`src/rtl/fetch_queue_stage.sv`:
```
// fetch_queue_stage: instruction fetch front end.
// Drives a synchronous-read instruction memory, tracks the one-cycle read
// latency with req_q, and buffers {instruction, pc+1} pairs in a small
// queue that decode drains over a valid/ready handshake.
module fetch_queue_stage #(
    parameter int                   PC_W    = 7,
    parameter int                   INSTR_W = 32,
    parameter int                   DEPTH   = 4,
    parameter logic [INSTR_W-1:0]   NOP     = '0
) (
    input  logic                        clk,
    input  logic                        rst,
    input  logic                        enbl,
    input  logic                        redirect,
    input  logic [PC_W-1:0]             redirect_pc,
    output logic [PC_W-1:0]             imem_addr,
    input  logic [INSTR_W-1:0]          imem_rdata,
    output logic                        out_valid,
    input  logic                        out_ready,
    output logic [INSTR_W-1:0]          out_instr,
    output logic [PC_W-1:0]             out_pc_next,
    output logic [$clog2(DEPTH):0]      count
);

    localparam int AW = $clog2(DEPTH);
    localparam int CW = AW + 1;

    // Fetch state
    logic [PC_W-1:0]    pc_q, pc_d;
    logic               req_q, req_d;
    logic [PC_W-1:0]    req_pc_next_q, req_pc_next_d;   // pc+1 tag of the in-flight word

    // Queue state
    logic [AW-1:0]      wr_ptr_q, wr_ptr_d;
    logic [AW-1:0]      rd_ptr_q, rd_ptr_d;
    logic [CW-1:0]      count_q, count_d;
    logic [INSTR_W-1:0] instr_mem [DEPTH];
    logic [PC_W-1:0]    pcn_mem   [DEPTH];

    // Handshake / control
    logic               issue;
    logic               push;
    logic               pop;
    logic [CW:0]        credit_used;
    logic [PC_W-1:0]    pc_plus1;

    assign pc_plus1    = pc_q + PC_W'(1);
    // In-flight request counts against capacity; a same-cycle pop does not
    // free a slot, which keeps the check independent of out_ready.
    assign credit_used = {1'b0, count_q} + (CW+1)'(req_q);
    assign issue       = enbl & ~redirect & (credit_used < (CW+1)'(DEPTH));
    assign push        = req_q & ~redirect;
    assign pop         = out_valid & out_ready & ~redirect;

    assign imem_addr   = pc_q;
    assign out_valid   = (count_q != '0);
    assign out_instr   = out_valid ? instr_mem[rd_ptr_q] : NOP;
    assign out_pc_next = out_valid ? pcn_mem[rd_ptr_q] : '0;
    assign count       = count_q;

    // Next-state for PC, request tracking and queue pointers/occupancy
    always_comb begin
        pc_d          = pc_q;
        req_d         = 1'b0;
        req_pc_next_d = req_pc_next_q;
        wr_ptr_d      = wr_ptr_q;
        rd_ptr_d      = rd_ptr_q;
        count_d       = count_q;

        if (redirect) begin
            // Flush: drop queue contents and the word returning next cycle
            pc_d     = redirect_pc;
            wr_ptr_d = '0;
            rd_ptr_d = '0;
            count_d  = '0;
        end else begin
            if (issue) begin
                pc_d          = pc_plus1;
                req_d         = 1'b1;
                req_pc_next_d = pc_plus1;
            end
            if (push) begin
                wr_ptr_d = wr_ptr_q + AW'(1);
            end
            if (pop) begin
                rd_ptr_d = rd_ptr_q + AW'(1);
            end
            case ({push, pop})
                2'b10:   count_d = count_q + CW'(1);
                2'b01:   count_d = count_q - CW'(1);
                default: count_d = count_q;
            endcase
        end
    end

    // State registers, cleared immediately by rst
    always_ff @(posedge clk or posedge rst) begin
        if (rst) begin
            pc_q          <= '0;
            req_q         <= 1'b0;
            req_pc_next_q <= '0;
            wr_ptr_q      <= '0;
            rd_ptr_q      <= '0;
            count_q       <= '0;
        end else begin
            pc_q          <= pc_d;
            req_q         <= req_d;
            req_pc_next_q <= req_pc_next_d;
            wr_ptr_q      <= wr_ptr_d;
            rd_ptr_q      <= rd_ptr_d;
            count_q       <= count_d;
        end
    end

    // Queue storage: data is don't-care while count is zero, so no reset
    always_ff @(posedge clk) begin
        if (push) begin
            instr_mem[wr_ptr_q] <= imem_rdata;
            pcn_mem[wr_ptr_q]   <= req_pc_next_q;
        end
    end

endmodule

```
`config.mk`:
```
export PLATFORM = sky130hd
export DESIGN_NAME = fetch_queue_stage
export DESIGN_NICKNAME = d
export VERILOG_FILES = /design/src/rtl/fetch_queue_stage.sv
export SDC_FILE = /design/constraint.sdc
export NUM_CORES = 1
export LEC_CHECK = 0
export CAP_MARGIN = 20
export CORE_MARGIN = 2
export CORE_UTILIZATION = 55
export DETAILED_ROUTE_END_ITERATION = 10
export PLACE_DENSITY = 0.87
export REMOVE_ABC_BUFFERS = 1
export SLEW_MARGIN = 15
export SYNTH_ARGS = -nofsm -noshare
export SYNTH_HDL_FRONTEND = slang
export SYNTH_SLANG_ARGS = --single-unit
```
`constraint.sdc`:
```
create_clock -name clk -period 2.6 [get_ports clk]
set_clock_uncertainty 0.1 [all_clocks]
set_input_delay 0.52 -clock clk [delete_from_list [all_inputs] [get_ports clk]]
set_output_delay 0.52 -clock clk [all_outputs]
set_load 0.03 [all_outputs]
```
==> summary.md, run 1 <==
| Metric | Value |
|---|---|
| Status | finished clean |
| Top Ports | 94 |
| Ys Warns | 0 |
| Vias per cell | 5.69 |
| Worst-Margin Slew | 0.330 ns |
| Crit path largest cell delay | 0.51 ns |
| DR WL/cell | roughly 22 um |
| DRT Wirelength | 14500 um |
| Die width | 117 um |
| Worst Path Required | 1.98 ns |
| Max Cap Viol | 0 |
| Final setup viols | 0 |
| Leak pwr | 3.19 nW |
| Placed cell areas | ~8300 sq um |
| CTS H-tree lvls | 4 |
| Layout area overhead | 29.9% |
| Global-route wire length before repair | 21200 um |
| Initial DRC Count | 358 |
| Rows | a little over 40 |
| CTS root buf | clkbuf_16 |
| Most frequent cells in the layout | edfxtp_1 (156), clkdlybuf4s50_1 (53), mux4_2 (39) |
| Pwr/cell area | 1110 nW/um^2 |
| Mapped Area | approximately 7100 sq um |
| Tmin final | 2.59 ns |
| Core area | ~13000 sq um |
| Top cell by count, worst path | buf_6 |
| GP Congestion | 0.852 |
| WS Path Type | flip-flop to output port |
| Leading cell type in the layout, fill and taps excluded | edfxtp_1 |
| Crit path launch type | flip-flop |
| Vias in the first global route | between 3000 and 4000 |
| Vias | 3779 |
| Mapped Cells | between 300 and 400 |
| Final slew viol count | 0 |
| Final instance area | 9200 sq um |
| Post-DRT Antenna Nets | 0 |
| Area share of the largest cell type after synthesis | 66.1% |
| Starting density of the core | between 50% and 60% |
| Crit. End Element | output port |
| Distinct cells, synth | 36 |
| Mapped Avg Cell Area | 19.5 sq um |
| Fin util | 72.9% |
| Crit path DAT | 1.97 ns |
| IO buf count | 93 |
| Clk pin slew, worst setup/hold paths | around 0.060 ns |
| Worst Hold Class | primary input to async pin |
| Die H | 117 um |
| CTS Sinks | 178 |
| Final worst path period share | around 100% |
| Slew HR | 78.0% |
| Post-DP HPWL | 8210 um |
| Drt drc | 0 |
| DRT Pass-1 Iters | 5 |
| CTS Buf Count | 17 |
| Sequential share of the synthesized area | between 70% and 80% |
| Final hold vios | 0 |
| Largest net degree at the start of global routing | 41 |
| RSZ-0062 raised after global routing | true |
| Yosys reg bits | 178 |
| Crit path cell chain | buf_12, buf_6, mux4_2, and2_4, buf_6 |
| Fin nets | 529 |
| Initial antenna violation count | 0 |
| # hold bufs at CTS | 0 |
| Yosys top cell by area | edfxtp_1 |
| N_diodes | 0 |
| Maximum VDD drop | roughly 620 uV |
| Critical Path Fanout Max | 7 |
| TritonCTS clock tree | yes |
| Top post-synthesis cells by area | edfxtp_1 (66%), mux4_2 (12%), dfrtp_1 (7.8%) |
| Crit-path slowest cell | mux4_2 |
| Die area | 13800 sq um |
| Max Freq | 0.386 GHz |
| Ratio of cells with drive above 1 in the final layout | between 30% and 40% |
| Grt ovf | 0 |
| Clk_lat worst skew | 0.43 ns |
| GRT Util Overall | about a fifth |
| Max Root-Sink Buffers | 2 |
| Final Total Pwr | 0.0102 W |
[routing by layer]
layer,share of wire [%],GRT usage [%],vias up
li1,-,-,1663
met1,38,26.0,1919
met2,53,35.3,169
met3,6.7,4.94,28
met4,2.4,8.89,0
met5,0,0,-
[registers in the layout, summed over array words and instances, names as in the netlist]
| register | cells |
|---|---|
| req_pc_next_q | 7 |
| imem_addr | 7 |
| pcn_mem | 28 |
| count | 3 |
| req_q | 1 |
| rd_ptr_q | 2 |
| instr_mem | 128 |
| wr_ptr_q | 2 |
[logic make-up after synthesis]
family / Yosys count / synth area share (%)
flops: 178 / 73.9
simple gates: 87 / 7.03
mux: 41 / 12.7
buf+inv: 22 / 1.78
compound gates: 21 / 2.31
xor+xnor: 9 / 1.11
fa+ha+maj: 6 / 1.17
[metrics by stage]
stage,std cells,TNS [ns],hold WS (ns),setup WS [ns]
global placement,625,0,0.388,0.257
finish,664,0,0.349,0.0108
detailed placement,625,0,0.404,0.194
floorplan,346,-23.29,0.376,-0.597
CTS,658,-0.0357,0.356,-0.0141
global route,664,-0.655,0.383,-0.0475
[timing repair]
action	4_1_cts	5_1_grt
setup endpoints to repair	39	34
gates resized for setup	16	39
setup buffers	1	2
gates cloned	0	4
pin swaps	0	0
[report_power, final]
part / switching [W] / total [W] / internal (W)
Combinational: 0.00205 / 0.00410 / 0.00205
Sequential: 0.000170 / 0.00350 / 0.00333
Clock: 0.00103 / 0.00264 / 0.00160
Total: 0.00326 / 0.0102 / 0.00698
[synthesized netlist by cell type]
| master | number |
|---|---|
| fa_1 | 1 |
| nor2b_1 | 2 |
| nand3_2 | 1 |
| a31oi_1 | 3 |
| and3_1 | 2 |
| nand2_1 | 13 |
| a21oi_1 | 1 |
| inv_4 | 1 |
| o311ai_0 | 1 |
| xnor2_1 | 5 |
| or3_1 | 1 |
| nor2_1 | 9 |
| buf_6 | 4 |
| inv_1 | 3 |
| xor2_1 | 4 |
| dfrtp_1 | 22 |
| and2_1 | 44 |
| a22oi_1 | 1 |
| o21ai_0 | 6 |
| clkbuf_1 | 4 |
| a21o_1 | 3 |
| buf_4 | 2 |
| mux4_2 | 39 |
| nor3_1 | 5 |
| nand3_1 | 5 |
| ha_1 | 5 |
| buf_1 | 5 |
| nand3_4 | 1 |
| nor4_1 | 1 |
| a221o_1 | 5 |
| nor3_2 | 1 |
| buf_2 | 3 |
| mux2i_1 | 2 |
| edfxtp_1 | 156 |
| nor3b_1 | 2 |
| o31ai_4 | 1 |
[final cells by class]
type                       instances  area (sq um)
tap                              172           215
multi-input combinational        164          1780
fill                             761          3420
clock inverter                    14           189
inverter                           4          17.5
timing repair buffer             114          1330
sequential                       178          5240
clock buffer                      18           429
[final timing paths]
kind | cells past startpoint | slack (ns) | endpoint | from
setup reg to reg | 7 | 0.48 | count[2]$_DFFE_PP0P_ | count[0]$_DFFE_PP0P_
min in group clk | 0 | 0.42 | pcn_mem[1][3]$_DFFE_PP_ | req_pc_next_q[3]$_DFFE_PP0P_
max in group asynchronous | 3 | 1.80 | count[1]$_DFFE_PP0P_ | rst
hold reg to reg | 0 | 0.42 | pcn_mem[1][3]$_DFFE_PP_ | req_pc_next_q[3]$_DFFE_PP0P_
hold / removal | 3 | 0.35 | rd_ptr_q[0]$_DFFE_PP0P_ | rst
setup / recovery | 5 | 0.01 | out_instr[22] | rd_ptr_q[0]$_DFFE_PP0P_
[critical path, delay by kind of cell, from the launching register on]
kind	cells	cell delay, ns
buffers and inverters	3	0.45
DFF	1	0.39
muxes	1	0.51
and+or+nand+nor	1	0.18
Power figures use the tool's default switching activity.
==> run 2, diff against run 1 <==
ABC_AREA = 1   (was default)
==> summary.md, run 2 <==
| Metric | Value |
|---|---|
| Status | complete, but fails checks |
| Failing checks | negative setup slack |
| Top Ports | 94 (unchanged) |
| Crit path DAT | 1.98 ns (about the same) |
| N_diodes | 0 (unchanged) |
| Yosys top cell by area | edfxtp_1 |
| Max Root-Sink Buffers | 2 (unchanged) |
| GP Congestion | 0.855 (+0.27%) |
| Ys Warns | 0 (unchanged) |
| Initial antenna violation count | 0 (unchanged) |
| Crit path launch type | flip-flop |
| Final worst path period share | 100% (+0.54 points) |
| Max FFs per register | 128 (unchanged) |
| Final slew viol count | 0 (unchanged) |
| CTS H-tree lvls | 4 (unchanged) |
| Die H | 119 um (+0.87%) |
| Starting density of the core | 56.7% (+0.55 points) |
| IO buf count | 93 (unchanged) |
| Most common library cells after synthesis | nor2_1 (167), edfxtp_1 (156), o21ai_0 (68), nand2_1 (46), a21oi_1 (43) |
| Ys flop type | edfxtp_1 |
| Async SR Flop Fraction | 12.4% (unchanged) |
| CTS root buf | clkbuf_16 |
| Layout area overhead | 27.5% |
| Distinct cells, synth | 28 (-22%) |
| Final WS setup | -0.00331 ns (-0.0141 ns) |
| Die width | 119 um (+0.87%) |
| Fin nets | 762 (+44%) |
| Largest net degree at the start of global routing | 55 (+34%) |
| CTS Buf Count | 17 (unchanged) |
| Area share of the largest cell type after synthesis | 65.0% (-1.2 points) |
| Vias per cell | 5.82 (+2.2%) |
| Drt drc | 0 (unchanged) |
| Final setup viols | 1 (+1) |
| Top flop regs | instr_mem (128), pcn_mem (28) |
| Worst Hold Class | primary input to async pin |
| Top post-synthesis cells by area | edfxtp_1 (65%), nor2_1 (8.7%), dfrtp_1 (7.6%) |
| TritonCTS clock tree | yes |
| Mapped Cells | 605 (+66%) |
| Register name with the most flops | instr_mem |
| Hold slack | 0.339 ns (-0.0104 ns) |
| Max Freq | 0.384 GHz (-0.54%) |
| Worst slack at placement | 0.108 ns (-0.0858 ns) |
| Ratio of cells with drive above 1 in the final layout | 16.2% (-17 points) |
| Grt ovf | 0 (unchanged) |
| Pwr/cell area | 778 nW/um^2 (-30%) |
| CTS Sinks | 178 (unchanged) |
| Fin util | 72.2% (-0.67 points) |
| Vias in the first global route | 5007 (+30%) |
| Post-synth EDFFs | 156 (unchanged) |
| Leading cell type in the layout, fill and taps excluded | nor2_1 |
| Core area | 12700 sq um (+0.81%) |
| Max Cap Viol | 0 (unchanged) |
| Post-DP HPWL | 9750 um (+19%) |
| Worst-Margin Slew | 0.439 ns (+0.109 ns) |
| Clk pin slew, worst setup/hold paths | 0.07 ns (about the same) |
| Sequential share of the synthesized area | 72.6% (-1.3 points) |
| Global-route wire length before repair | 25200 um (+19%) |
| Mapped Area | 7210 sq um (+1.8%) |
| DR WL/cell | 19.5 um (-10%) |
| Post-route insts no fill | 896 (+35%) |
| Most frequent cells in the layout | nor2_1 (163), edfxtp_1 (156), o21ai_0 (65) |
| Top-count cell post-synth | nor2_1 |
| GRT Util Overall | 23.5% (+2.7 points) |
| Worst Path Required | 1.98 ns (about the same) |
| WS Path Type | flip-flop to output port |
| Tmin final | 2.60 ns (+0.0141 ns) |
| Post-DRT Antenna Nets | 0 (unchanged) |
| Clk_lat worst skew | 0.43 ns (about the same) |
| TNS Setup | -0.00331 ns (-0.00331 ns) |
| Die area | 14000 sq um (+1.7%) |
| Rows | 41 (unchanged) |
| DRT Pass-1 Iters | 5 (unchanged) |
| Cells after DPL | 857 (+37%) |
| Maximum VDD drop | 436 uV (-30%) |
| Vias | 5213 (+38%) |
| Final hold vios | 0 (unchanged) |
| Mapped Avg Cell Area | 11.9 sq um (-39%) |
| Initial DRC Count | 618 (+73%) |
| Leak pwr | 3.40 nW (+6.7%) |
| Fillcell total | 772 (+1.4%) |
| Slew HR | 70.6% (-7.3 points) |
| RSZ-0062 raised after global routing | true |
| Critical Path Fanout Max | 18 (+11) |
| DRT Wirelength | 17500 um (+21%) |
| Crit. End Element | output port |
| Yosys reg bits | 178 (unchanged) |
[run 2: layer usage]
metal	wire (um)	part of all wire, %	global-route usage [%]
met3	1690	9.7	6.71
met1	6600	38	29.1
met5	0	0	0
met2	8830	51	39.0
met4	357	2.0	9.75
[run 2: worst paths after layout]
path / from / to / slack [ns] / cells after the start
setup / recovery: rd_ptr_q[0]$_DFFE_PP0P_ / out_pc_next[6] / -0.003 / 6
max in group asynchronous: rst / rd_ptr_q[0]$_DFFE_PP0P_ / 1.82 / 3
hold reg to reg: req_pc_next_q[6]$_DFFE_PP0P_ / pcn_mem[0][6]$_DFFE_PP_ / 0.44 / 0
setup reg to reg: count[0]$_DFFE_PP0P_ / count[2]$_DFFE_PP0P_ / 0.63 / 11
hold / removal: rst / rd_ptr_q[1]$_DFFE_PP0P_ / 0.34 / 3
min in group clk: req_pc_next_q[6]$_DFFE_PP0P_ / pcn_mem[0][6]$_DFFE_PP_ / 0.44 / 0
[run 2: power breakdown]
group / internal, W / leakage [nW] / switching [W]
Clock: 0.00161 / 0.293 / 0.00107
Sequential: 0.00322 / 1.69 / 0.0000832
Combinational: 0.000436 / 1.42 / 0.000734
Total: 0.00527 / 3.40 / 0.00189
[run 2: cell type report]
class	count	area [sq um]	share of cell area (%)
inverter	22	97.6	1.06
clock inverter	14	203	2.21
timing repair buffer	118	1250	13.7
multi-input combinational	374	1750	19.0
sequential	178	5240	57.0
timing repair inverter	1	8.76	0.0953
clock buffer	17	425	4.63
tap	172	215	2.34
[run 2: cells by family (layout without fill, tap and decap cells)]
family | Yosys count | after routing | synth area share [%]
AO/OA/AOI/OAI | 130 | 130 | 9.11
XOR/XNOR | 2 | 2 | 0.243
adder cells (fa/ha/maj) | 6 | 6 | 1.15
buffers and inverters | 53 | 172 | 3.75
flip-flops | 178 | 178 | 72.6
AND/OR/NAND/NOR | 236 | 236 | 13.2
[run 2: metrics by stage]
step           total power [W]  area, sq um
2_1_floorplan          0.00391         7030
3_3_place_gp           0.00438         8400
3_5_place_dp           0.00442         8400
4_1_cts                0.00706         9060
5_1_grt                0.00735         9190
6_report               0.00715         9190
[run 2: repair_timing]
item,4_1_cts,5_1_grt
gates resized for setup,9,11
setup buffers,0,4
pin swaps,0,3
setup endpoints to repair,8,32
hold buffers,0,0
cloned,0,4
[run 2: critical path, cell delays in order, from the launching register on]
cell     delay [ns]
dfrtp_2        0.54
buf_12         0.20
nor2_1         0.06
nor2_1         0.12
o21ai_0        0.17
a21oi_2        0.29
buf_12         0.16
==> run 3, diff against run 2 <==
CORE_UTILIZATION = 59   (was 55)
PLACE_DENSITY = 0.92   (was 0.87)
clock period = 3.3 ns   (was 2.6 ns; I/O delays follow)
==> summary.md, run 3 (synthesis gave the netlist of run 2 again) <==
| Metric | Value |
|---|---|
| Crit. End Element | output port |
| Clk pin slew, worst setup/hold paths | 0.07 ns (about the same) |
| RSZ-0062 raised after global routing | false |
| Global-route wire length before repair | 26100 um (+3.2%) |
| Worst Path Required | 2.54 ns (+0.56 ns) |
| Die H | 115 um (-3.3%) |
| Worst-Margin Slew | 0.897 ns (+0.458 ns) |
| Crit-path slowest cell | clkdlybuf4s50_1 |
| Worst path top cell family by delay | buffers and inverters |
| DRT Wirelength | 16600 um (-4.8%) |
| CTS Buf Count | 17 (unchanged) |
| Post-DRT Antenna Nets | 0 (unchanged) |
| Drt drc | 0 (unchanged) |
| Register name with the most flops | instr_mem |
| Die area | 13100 sq um (-6.6%) |
| Max Freq | roughly 0.31 GHz |
| Status | finished clean |
| Die width | 115 um (-3.3%) |
| IO buf count | 93 (unchanged) |
| DRT Pass-1 Iters | 5 (unchanged) |
| Leading cell type in the layout, fill and taps excluded | nor2_1 |
| Layout area overhead | 24.8% |
| Initial antenna violation count | 0 (unchanged) |
| Vias in the first global route | 5268 (+5.2%) |
| Largest net degree at the start of global routing | 32 (-42%) |
| Crit path DAT | 2.42 ns (+0.44 ns) |
| Fin nets | 760 (-0.26%) |
| Cells after DPL | 836 (-2.5%) |
| CTS root buf | clkbuf_16 |
| Initial DRC Count | 491 (-21%) |
| Worst slack at placement | 0.396 ns (+0.289 ns) |
| Final hold vios | 0 (unchanged) |
| Final worst path period share | 96.2% |
| TNS Setup | 0 ns (+0.00331 ns) |
| Max FFs per register | 128 (unchanged) |
| Final slew viol count | 0 (unchanged) |
| Rows | 40 (-2.4%) |
| Vias | 5124 (-1.7%) |
| Crit path buf inv count | 2 (unchanged) |
| Fin util | 75.2% (+3.0 points) |
| Slew HR | 40.1% (-31 points) |
| Critical Path Fanout Max | 15 (-3) |
| Post-DP HPWL | 10200 um (+4.2%) |
| GRT Util Overall | 26.3% (+2.8 points) |
| Top cell by count, worst path | nor2_1 |
| Core area | 12000 sq um (-6.0%) |
| Crit path launch type | flip-flop |
| Crit path largest cell delay | 0.72 ns (+0.18 ns) |
| Maximum VDD drop | 324 uV (-26%) |
| Crit path cell chain | buf_4, nor2_1, nor2_1, o21ai_0, a21oi_1, clkdlybuf4s50_1 |
| Final setup viols | 0 (-1) |
| Top Ports | 94 (unchanged) |
| Clk_lat worst skew | 0.43 ns (about the same) |
| Grt ovf | 0 (unchanged) |
| Ratio of cells with drive above 1 in the final layout | 10.2% (-5.9 points) |
| Max Cap Viol | 0 (unchanged) |
| TritonCTS clock tree | yes |
| GP Congestion | 0.807 (-5.5%) |
| Starting density of the core | 60.3% (+3.6 points) |
| N_diodes | 0 (unchanged) |
| Vias per cell | 5.89 (+1.2%) |
| Leak pwr | 3.46 nW (+1.7%) |
| DR WL/cell | 19.1 um (-1.9%) |
| Pwr/cell area | 599 nW/um^2 (-23%) |
| Top flop regs | instr_mem (128), pcn_mem (28) |
| Worst Hold Class | flip-flop to flip-flop |
| CTS Sinks | 178 (unchanged) |
| WS Path Type | flip-flop to output port |
| Post-route insts no fill | 870 (-2.9%) |
| Max Root-Sink Buffers | 2 (unchanged) |
| CTS H-tree lvls | 4 (unchanged) |
| # hold bufs at CTS | 0 (unchanged) |
| Most frequent cells in the layout | nor2_1 (163), edfxtp_1 (156), clkdlybuf4s50_1 (74) |
| Final WS setup | 0.125 ns (+0.128 ns) |
| Tmin final | between 3 and 4 ns |
-- run 3: changes by cell type in the layout (fill, tap and decap cells not counted), moves of 4 or more --
cell,previous run,this run
dlymetal6s2s_1,0,12
a21oi_2,5,1
a21oi_1,39,43
buf_12,15,4
clkdlybuf4s50_1,54,74
buf_4,44,22
-- run 3: what timing repair did --
| action | 4_1_cts | 5_1_grt |
|---|---|---|
| endpoints found under the setup margin | 3 | 25 |
| buffers inserted | 0 | 2 |
| pin swaps | 0 | 0 |
| gates cloned | 0 | 0 |
| resized for setup | 4 | 13 |
-- run 3: worst paths after layout --
path                            slack (ns)                 endpoint                          from  depth (start not counted)
worst max register to register        1.24     count[2]$_DFFE_PP0P_          count[0]$_DFFE_PP0P_                         11
min in group asynchronous             0.62     count[2]$_DFFE_PP0P_                           rst                          2
worst min register to register        0.44  pcn_mem[0][6]$_DFFE_PP_  req_pc_next_q[6]$_DFFE_PP0P_                          0
worst min-delay path                  0.44  pcn_mem[0][6]$_DFFE_PP_  req_pc_next_q[6]$_DFFE_PP0P_                          0
max in group asynchronous             1.87  rd_ptr_q[0]$_DFFE_PP0P_                           rst                          2
worst max-delay path                  0.12            out_instr[11]       rd_ptr_q[0]$_DFFE_PP0P_                          6
-- run 3: cell type report --
type,instances,area (sq um)
Sequential cell,178,5240
Fill cell,692,2960
Multi-Input combinational cell,374,1740
Timing Repair Buffer,117,1180
Clock buffer,20,437
Tap cell,147,184
Clock inverter,12,135
Inverter,22,85.1
-- run 3: per-layer routing --
layer / GRT usage, % / wire length, um / vias to the layer above
met5: 0 / 0 / -
met1: 32.1 / 6520 / 2531
li1: - / - / 2304
met2: 45.6 / 8530 / 250
met4: 9.51 / 331 / 0
met3: 6.51 / 1260 / 39
-- run 3: stage by stage --
step	power, W	hold slack, ns	cell area, sq um
final	0.00539	0.435	9000
after global routing	0.00555	0.462	9000
after CTS	0.00539	0.429	8950
after detailed placement	0.00348	0.418	8380
after global placement	0.00344	0.389	8380
after floorplan	0.00308	0.376	7030
-- run 3: power by group --
part	total (W)	leakage, nW	switching (W)	internal (W)
Clock	0.00194	0.267	0.000824	0.00112
Sequential	0.00260	1.69	0.0000635	0.00253
Combinational	0.000851	1.51	0.000542	0.000309
Total	0.00539	3.46	0.00143	0.00396
